[config.mk]
export PLATFORM = sky130hd
export DESIGN_NAME = multicycle_control
export DESIGN_NICKNAME = d
export VERILOG_FILES = /design/src/rtl/risc_ctrl_pkg.sv /design/src/rtl/ctrl_decode.sv /design/src/rtl/multicycle_control.sv
export SDC_FILE = /design/constraint.sdc
export NUM_CORES = 1
export LEC_CHECK = 0
export ABC_AREA = 1
export CORE_UTILIZATION = 42
export DETAILED_ROUTE_END_ITERATION = 10
export DONT_BUFFER_PORTS = 1
export GPL_ROUTABILITY_DRIVEN = 1
export REMOVE_ABC_BUFFERS = 1
export SYNTH_ARGS = -nofsm -noshare
export SYNTH_HDL_FRONTEND = slang
export SYNTH_SLANG_ARGS = --single-unit
[constraint.sdc]
create_clock -name clk -period 1.43 [get_ports clk]
set_input_delay 0.143 -clock clk [delete_from_list [all_inputs] [get_ports clk]]
set_output_delay 0.143 -clock clk [all_outputs]
set_load 0.05 [all_outputs]
[src/rtl/risc_ctrl_pkg.sv]
// Shared definitions for the multi-cycle control unit: opcodes, FSM states,
// control-field encodings and the idle control word.
package risc_ctrl_pkg;

   localparam int unsigned OPCODE_W_DEF = 6;
   localparam int unsigned ALU_OP_W_DEF = 3;

   localparam int unsigned OP_ADDI = 0;
   localparam int unsigned OP_ANDI = 1;
   localparam int unsigned OP_ORI  = 2;
   localparam int unsigned OP_BEQ  = 3;
   localparam int unsigned OP_BNE  = 4;
   localparam int unsigned OP_LW   = 5;
   localparam int unsigned OP_SW   = 6;
   localparam int unsigned OP_ADD  = 7;
   localparam int unsigned OP_SUB  = 8;
   localparam int unsigned OP_JAL  = 9;

   typedef enum logic [2:0] {
      FETCH  = 3'd0,
      DECODE = 3'd1,
      EXEC   = 3'd2,
      MEM    = 3'd3,
      WB     = 3'd4,
      TRAP   = 3'd5
   } state_e;

   typedef enum logic [2:0] {
      CLS_ALU,
      CLS_BRANCH,
      CLS_LOAD,
      CLS_STORE,
      CLS_JAL
   } op_class_e;

   typedef enum logic [1:0] {
      RW_NONE = 2'b00,
      RW_LINK = 2'b01,
      RW_ALU  = 2'b10,
      RW_MEM  = 2'b11
   } reg_write_e;

   typedef enum logic [1:0] {
      BR_NONE = 2'b00,
      BR_EQ   = 2'b01,
      BR_NE   = 2'b10,
      BR_JAL  = 2'b11
   } branch_e;

   // Width-independent part of the control word driven by the FSM.
   typedef struct packed {
      logic       imem_req;
      logic       ir_write;
      logic       pc_write;
      logic       dmem_req;
      logic       mem_read;
      logic       mem_write;
      logic [1:0] reg_write;
      logic       mem_to_reg;
      logic       alu_src;
      logic [1:0] branch;
      logic       trap;
   } strobe_t;

   localparam strobe_t CTRL_IDLE = '0;

   // Opcodes are contiguous from 0, so legality is a single compare.
   function automatic logic opcode_legal(input logic [31:0] op);
      return op <= 32'(OP_JAL);
   endfunction

endpackage

[src/rtl/ctrl_decode.sv]
// Combinational opcode decoder: maps an opcode to its datapath fields,
// instruction class and an illegal flag. The FSM gates these by state.
module ctrl_decode
   import risc_ctrl_pkg::*;
#(
   parameter int OPCODE_W = 6,
   parameter int ALU_OP_W = 3
) (
   input  logic [OPCODE_W-1:0] opcode,
   output logic [ALU_OP_W-1:0] alu_op,
   output logic                alu_src,
   output logic [1:0]          reg_write,
   output logic                mem_to_reg,
   output logic [1:0]          branch,
   output op_class_e           op_class,
   output logic                illegal
);

   always_comb begin
      // NOTE: every output gets a default first so no path through the case infers a latch.
      alu_op     = '0;
      alu_src    = 1'b0;
      reg_write  = RW_NONE;
      mem_to_reg = 1'b0;
      branch     = BR_NONE;
      op_class   = CLS_ALU;
      illegal    = !opcode_legal(32'(opcode));
      case (opcode)
         OPCODE_W'(OP_ADDI): begin
            alu_op    = ALU_OP_W'(3'b001);
            alu_src   = 1'b1;
            reg_write = RW_ALU;
         end
         OPCODE_W'(OP_ANDI): begin
            alu_op    = ALU_OP_W'(3'b010);
            alu_src   = 1'b1;
            reg_write = RW_ALU;
         end
         OPCODE_W'(OP_ORI): begin
            alu_op    = ALU_OP_W'(3'b011);
            alu_src   = 1'b1;
            reg_write = RW_ALU;
         end
         OPCODE_W'(OP_BEQ): begin
            alu_src  = 1'b1;
            branch   = BR_EQ;
            op_class = CLS_BRANCH;
         end
         OPCODE_W'(OP_BNE): begin
            alu_src  = 1'b1;
            branch   = BR_NE;
            op_class = CLS_BRANCH;
         end
         OPCODE_W'(OP_LW): begin
            alu_op     = ALU_OP_W'(3'b100);
            reg_write  = RW_MEM;
            mem_to_reg = 1'b1;
            op_class   = CLS_LOAD;
         end
         OPCODE_W'(OP_SW): begin
            alu_op   = ALU_OP_W'(3'b101);
            op_class = CLS_STORE;
         end
         OPCODE_W'(OP_ADD): begin
            alu_op    = ALU_OP_W'(3'b110);
            reg_write = RW_ALU;
         end
         OPCODE_W'(OP_SUB): begin
            alu_op    = ALU_OP_W'(3'b111);
            reg_write = RW_ALU;
         end
         OPCODE_W'(OP_JAL): begin
            alu_src   = 1'b1;
            reg_write = RW_LINK;
            branch    = BR_JAL;
            op_class  = CLS_JAL;
         end
         default: ;
      endcase
   end

endmodule

[src/rtl/multicycle_control.sv]
// Multi-cycle sequencing FSM: FETCH/DECODE/EXEC/MEM/WB with bounded memory
// handshakes and a sticky TRAP state for illegal opcodes and timeouts.
module multicycle_control
   import risc_ctrl_pkg::*;
#(
   parameter int OPCODE_W = 6,
   parameter int ALU_OP_W = 3,
   parameter int WAIT_MAX = 15
) (
   input  logic                clk,
   input  logic                rst,
   input  logic [OPCODE_W-1:0] opcode,
   input  logic                imem_ack,
   input  logic                dmem_ack,
   output logic                imem_req,
   output logic                ir_write,
   output logic                pc_write,
   output logic                dmem_req,
   output logic                mem_read,
   output logic                mem_write,
   output logic [1:0]          reg_write,
   output logic                mem_to_reg,
   output logic [ALU_OP_W-1:0] alu_op,
   output logic                alu_src,
   output logic [1:0]          branch,
   output logic                trap,
   output logic [2:0]          state_o
);

   localparam int CNT_W = $clog2(WAIT_MAX + 1);

   state_e              state;
   state_e              state_next;
   logic [OPCODE_W-1:0] op_q;
   logic [CNT_W-1:0]    wait_cnt;
   logic                waiting;
   logic                mem_ack;
   logic                timeout;
   strobe_t             ctrl;

   logic [ALU_OP_W-1:0] dec_alu_op;
   logic                dec_alu_src;
   logic [1:0]          dec_reg_write;
   logic                dec_mem_to_reg;
   logic [1:0]          dec_branch;
   op_class_e           dec_class;
   logic                dec_illegal;

   // Decoding only the latched opcode keeps opcode off every output path.
   ctrl_decode #(
      .OPCODE_W (OPCODE_W),
      .ALU_OP_W (ALU_OP_W)
   ) u_decode (
      .opcode     (op_q),
      .alu_op     (dec_alu_op),
      .alu_src    (dec_alu_src),
      .reg_write  (dec_reg_write),
      .mem_to_reg (dec_mem_to_reg),
      .branch     (dec_branch),
      .op_class   (dec_class),
      .illegal    (dec_illegal)
   );

   assign waiting = (state == FETCH) || (state == MEM);
   assign mem_ack = (state == FETCH) ? imem_ack : dmem_ack;
   assign timeout = waiting && !mem_ack && (wait_cnt == CNT_W'(WAIT_MAX - 1));

   // State register.
   always_ff @(posedge clk or posedge rst) begin
      // NOTE: sequential state uses non-blocking assignments so all flops update from pre-edge values.
      if (rst) state <= FETCH;
      else     state <= state_next;
   end

   // Opcode latch and handshake wait counter; the counter is zero outside FETCH/MEM.
   always_ff @(posedge clk or posedge rst) begin
      if (rst) begin
         op_q     <= '0;
         wait_cnt <= '0;
      end else begin
         if (state == DECODE) op_q <= opcode;
         if (waiting && !mem_ack) wait_cnt <= wait_cnt + CNT_W'(1);
         else                     wait_cnt <= '0;
      end
   end

   // Next-state logic.
   always_comb begin
      state_next = state;
      unique case (state)
         FETCH: begin
            if (imem_ack)     state_next = DECODE;
            else if (timeout) state_next = TRAP;
         end
         DECODE: begin
            if (opcode_legal(32'(opcode))) state_next = EXEC;
            else                           state_next = TRAP;
         end
         EXEC: begin
            if (dec_illegal) state_next = TRAP;
            else begin
               unique case (dec_class)
                  CLS_BRANCH, CLS_JAL:  state_next = FETCH;
                  CLS_LOAD, CLS_STORE:  state_next = MEM;
                  default:              state_next = WB;
               endcase
            end
         end
         MEM: begin
            if (dmem_ack)     state_next = (dec_class == CLS_LOAD) ? WB : FETCH;
            else if (timeout) state_next = TRAP;
         end
         WB:      state_next = FETCH;
         TRAP:    state_next = TRAP;
         default: state_next = TRAP;
      endcase
   end

   // Output logic: reset forces the idle word even though the state register already reads FETCH.
   always_comb begin
      ctrl   = CTRL_IDLE;
      alu_op = '0;
      if (!rst) begin
         unique case (state)
            FETCH: begin
               ctrl.imem_req = 1'b1;
               ctrl.ir_write = imem_ack;
            end
            EXEC: begin
               alu_op       = dec_alu_op;
               ctrl.alu_src = dec_alu_src;
               if (dec_class == CLS_BRANCH || dec_class == CLS_JAL) begin
                  ctrl.branch    = dec_branch;
                  ctrl.reg_write = dec_reg_write;
                  ctrl.pc_write  = 1'b1;
               end
            end
            MEM: begin
               ctrl.dmem_req  = 1'b1;
               ctrl.mem_read  = (dec_class == CLS_LOAD);
               ctrl.mem_write = (dec_class == CLS_STORE);
               ctrl.pc_write  = (dec_class == CLS_STORE) && dmem_ack;
            end
            WB: begin
               ctrl.reg_write  = dec_reg_write;
               ctrl.mem_to_reg = dec_mem_to_reg;
               ctrl.pc_write   = 1'b1;
            end
            TRAP:    ctrl.trap = 1'b1;
            default: ;
         endcase
      end
   end

   assign imem_req   = ctrl.imem_req;
   assign ir_write   = ctrl.ir_write;
   assign pc_write   = ctrl.pc_write;
   assign dmem_req   = ctrl.dmem_req;
   assign mem_read   = ctrl.mem_read;
   assign mem_write  = ctrl.mem_write;
   assign reg_write  = ctrl.reg_write;
   assign mem_to_reg = ctrl.mem_to_reg;
   assign alu_src    = ctrl.alu_src;
   assign branch     = ctrl.branch;
   assign trap       = ctrl.trap;
   assign state_o    = state;

endmodule

# Yosys cells after proc, flatten, opt, wreduce, memory -nomap -nowiden
# Cells that the tools add are included.
# W data, S select, Z words.
# word_totals
register_bits	13
in_bits	10
output_inout_bits	19
elab_cells	67
# op_classes
addsub	1
order_cmp	2
eq_ne	19
mux	29
reduce_logical	13
# ops
cell	count
$mux W3	10
$eq A6 B3 Y1 const B	4
$pmux W3 S7	1
$pmux W3 S5	1
$mux W13	1
$eq A3 B2 Y1 const B	4
$eq A6 B2 Y1 const B	2
$eq A6 B4 Y1 const B	2
$le A6 B4 Y1 const B	2
$pmux W2 S3	2
$pmux W3 S4	1
$eq A3 B3 Y1 const B	3
$eq A3 B1 Y1 const B	2
$eq A6 B1 Y1 const B	1
$logic_not A6 Y1	1
$mux W1	6
$mux W2	3
$pmux W3 S2	1
$reduce_or A2 Y1	3
$reduce_or A6 Y1	1
$reduce_or A5 Y1	1
$add A4 B1 Y4 const B	1
$eq A4 B4 Y1 const B	1
$mux W4	1
6 further kinds	9

# Logic depth before layout (Yosys ltp)
# depth
ltp_word	8
ltp_mapped	8
ltp_nobuf	8

# By module
# Synthesis repeated with hierarchy kept, for this count alone.
# unflattened
cells_unflattened	181
hier_area_um2	1116.1
# modules_own_cells
module	instances	cells_per_inst	area_per_inst_um2	seq_area_each_um2
multicycle_control	1	126	858.3	325.3
ctrl_decode	1	55	257.7	0.0

# Least setup slack after synthesis
# Ideal clock, no wire load.
# synth_timing
path_type	reg-to-output
from	register state[2], in the netlist state_o[2]
to	output trap
arrival_time_ps	2394
required_time_ps	1287
slack_ps	-1107
path_stages_with_launch	3
n_path_buf	0
cell_sequence	dfrtp_1 > inv_2 > nor4_1
# synth_between
elab_chain_len	3
# synth_rtl
element	line_no	text
start, declared	multicycle_control.sv:32	state_e state;
start signal, assigned	multicycle_control.sv:72	else state <= state_next;
$eq A3 B3 Y1	multicycle_control.sv:124	unique case (state)
$mux W1	multicycle_control.sv:124	
$mux W13	multicycle_control.sv:123	if (!rst) begin
end, declared	multicycle_control.sv:26	output logic trap,
# Every way passes these cells.

# Worst setup path after layout
# layout_timing
from	register op_q[3]
to	output alu_src
# layout_between
elab_chain_len	5
elab_cells_between_ends	10
classes_between	5 x eq/ne; 3 x mux; 2 x reduce/logical
# layout_rtl
element	line_no	text
start, declared	multicycle_control.sv:34	logic [OPCODE_W-1:0] op_q;
start signal, assigned	multicycle_control.sv:81	if (state == DECODE) op_q <= opcode;
$eq A6 B1 Y1 (tied with other cells)	ctrl_decode.sv:28	case (opcode)
$reduce_or A6 Y1 (no source line) *	n/a	
$mux W1 *	ctrl_decode.sv:28	
$mux W3 *	multicycle_control.sv:124	
$mux W13 *	multicycle_control.sv:123	
end, declared	multicycle_control.sv:24	output logic alu_src,
# Every way passes the cells marked *; elsewhere a longest branch is shown, timed or not.

==> results.json <==
{
  "finClkSkew_ns": 0.000600,
  "grt_max_degree": 14,
  "finalSetupViolCount": 20,
  "htreeDepth": 1,
  "routed_wl_mm": 4.21,
  "startpoint_type": "register",
  "drive_gt1_share_pct": 60.8,
  "seq_area_frac_synth_pct": 32.4,
  "critPathCaptureType": "primary output",
  "fmax_ghz": 0.541,
  "avgSynthCellArea_um2": 6.36,
  "wire_per_inst_um": 16.8,
  "multi_input_area_um2": 827,
  "fin_nets": 235,
  "p_leak_uw": 0.000910,
  "whs_ns": 0.0352,
  "rows": 17,
  "p_switching_uw": 142,
  "hold_class": "in2reg",
  "crit_chain": "nor2_2, buf_4, nand3_2, nand2_2, nor2_2, nand2_1, nand2_1, inv_2, buf_12",
  "period_minus_slack_ns": 1.85,
  "rsz0062_at_grt": "true",
  "clock-sinks": 13,
  "area_growth_pct": 96.6,
  "first_global_vias": 1161,
  "power_density_nw_per_um2": 325,
  "hpwlAfterDp_mm": 2.08,
  "pwr-share-clk_pct": 34.6,
  "critPathSlowestCell": "dfrtp_1",
  "cts_tree": "done",
  "via_count": 1390,
  "avgViaCountPerCell": 5.56,
  "path_buf_inv": 3,
  "final_hold_viol_count": 0,
  "cp.arrival_ns": 1.71,
  "syn_inst": 158,
  "clk_latency_ns": 0.27,
  "start_util_pct": 45.0,
  "clockBufferDepth": 2,
  "globalplace.congestion": 0.924,
  "outcome": "complete, but fails checks",
  "grt_overflow": 0,
  "fillers": 105,
  "yosysWarnings": 0,
  "ys_ff_latch": 13,
  "pre_cts_slack_ns": -0.114,
  "drc_errors": 0,
  "ant_nets": 0,
  "seq_power_share_pct": 57.7,
  "yosys.cell_types.count": 26,
  "worst_slack_ns": -0.420,
  "cts-root-buf": "clkbuf_4",
  "cp_top_family": "simple AND/OR/NAND/NOR gates",
  "portBuffers": 0,
  "syn_area_um2": 1000,
  "drtIter0Drc": 38,
  "slew_viol_final": 0,
  "seqCellArea_um2": 332,
  "violations": "setup timing",
  "internal_power_uw": 500,
  "tightest_slew_ns": 0.475,
  "dieArea_um2": 2590,
  "period_share_pct": 129,
  "grt_first_pass_wirelength_mm": 4.98,
  "p_sw_share_pct": 22.1,
  "diodes": 0,
  "crit_cells": 9,
  "antenna_found_initial": 0,
  "pin_count": 29,
  "die_h_um": 50.9,
  "track_usage_pct": 26.2,
  "core_um2": 2230,
  "cp.required_ns": 1.29,
  "holdPathStages": 2,
  "cts_buffers": 3,
  "die_w_um": 50.9,
  "clk_pin_slew_ns": 0.07,
  "cp_slowest_stage_delay_ns": 0.44,
  "maxSlewHeadroom_pct": 68.3,
  "power_frac_comb_pct": 7.7,
  "criticalPathCategory": "reg2out",
  "ir_worst_vdd_v": 0.000612,
  "drv_cap": 0,
  "reg2reg_depth": 9,
  "cp_max_fo": 4,
  "firstDrtPassIters": 5
}
-- logic make-up (layout without fill, tap and decap cells) --
| kind of cell | after synthesis | count (layout) | share of synthesized area, % |
|---|---|---|---|
| simple gates | 93 | 93 | 43.0 |
| buf+inv | 33 | 97 | 12.5 |
| compound gates | 15 | 15 | 7.97 |
| flops | 13 | 13 | 32.4 |
| fa+ha+maj | 2 | 2 | 2.49 |
| xor+xnor | 2 | 2 | 1.74 |
-- path summary, 6_finish.rpt --
path / start / endpoint / slack [ns]
max: op_q[3] / alu_src / -0.42
min: opcode[4] / op_q[4] / 0.04
max reg2reg: op_q[3] / state_o[2] / -0.06
min reg2reg: wait_cnt[0] / wait_cnt[0] / 0.50
max in group asynchronous: rst / state_o[0] / 0.71
min in group asynchronous: rst / op_q[5] / 0.37
-- through the flow --
step / area (µm²) / TNS [ns] / util [%] / cells / power, µW
4_1_cts: 1670 / -3.04 / 74.6 / 238 / 644
5_1_grt: 1980 / -5.93 / 88.5 / 250 / 673
6_report: 1980 / -4.66 / 88.5 / 250 / 642
3_3_place_gp: 1310 / -0.117 / 58.8 / 215 / 403
2_1_floorplan: 996 / -10.04 / - / 156 / 396
3_5_place_dp: 1310 / -0.273 / 58.8 / 215 / 404
-- routing by layer --
metal	GRT usage [%]	part of all wire, %	vias up
met3	2.08	5.7	23
met2	46.1	49	88
met1	31.0	40	653
met4	15.3	5.7	0
li1	-	-	626
met5	0	0	-
-- cell usage in the layout (no fill, tap or decap), types with 2 or more instances in the layout --
cell and n:
dfrtp_1 8, nand3_1 9, nor2_4 10, nand2_1 20, nor2_1 9, nand4_1 3, inv_1 16, ha_1 2
dfrtp_2 5, buf_12 5, nor2_2 10, nand2_2 12, nor4_4 2, buf_8 2, buf_6 21, dlygate4sd3_1 6
nor3_4 3, nand3_2 5, nand2_4 5, buf_4 28, inv_2 14, a21oi_2 6, o21ai_0 3, o21ai_1 4
clkbuf_4 3, nand3_4 3
-- sequential cells by signal (all words and copies together), names as in the netlist --
register,count
op_q,6
state_o,3
wait_cnt,4
-- repair_timing --
item,4_1_cts,5_1_grt
resized for setup,56,58
setup endpoints to repair,16,19
pin swaps,15,21
hold buffers,5,1
hold endpoints to repair,17,1
buffers inserted,14,12
-- area by class of cell --
| cell class | count | area share (%) |
|---|---|---|
| multi-input combinational | 112 | 41.9 |
| clock buffer | 4 | 1.33 |
| tap | 28 | 1.77 |
| sequential | 13 | 16.8 |
| inverter | 31 | 6.02 |
| timing repair buffer | 62 | 32.2 |
-- power groups by stage --
stage	Sequential [µW]	Combinational (µW)	Clock, µW
floorplan	377	19.0	0
global placement	377	26.9	0
detailed placement	377	27.0	0
CTS	370	44.1	230
global route	370	53.5	249
finish	370	49.4	222
-- synthesized netlist by cell type, drive strengths merged --
cell | count | share of area, %
nand3b | 1 | 0.75
xor2 | 1 | 0.87
nand2 | 37 | 15
dfrtp | 13 | 32
a21oi | 7 | 3.9
nand3 | 17 | 9.0
xnor2 | 1 | 0.87
ha | 2 | 2.5
inv | 31 | 12
nor2 | 29 | 13
nor4 | 2 | 1.2
nor3 | 4 | 2.5
buf | 2 | 0.87
a31oi | 1 | 0.62
nand4 | 3 | 1.9
o21ai | 7 | 3.5
Power figures use the tool's default switching activity.
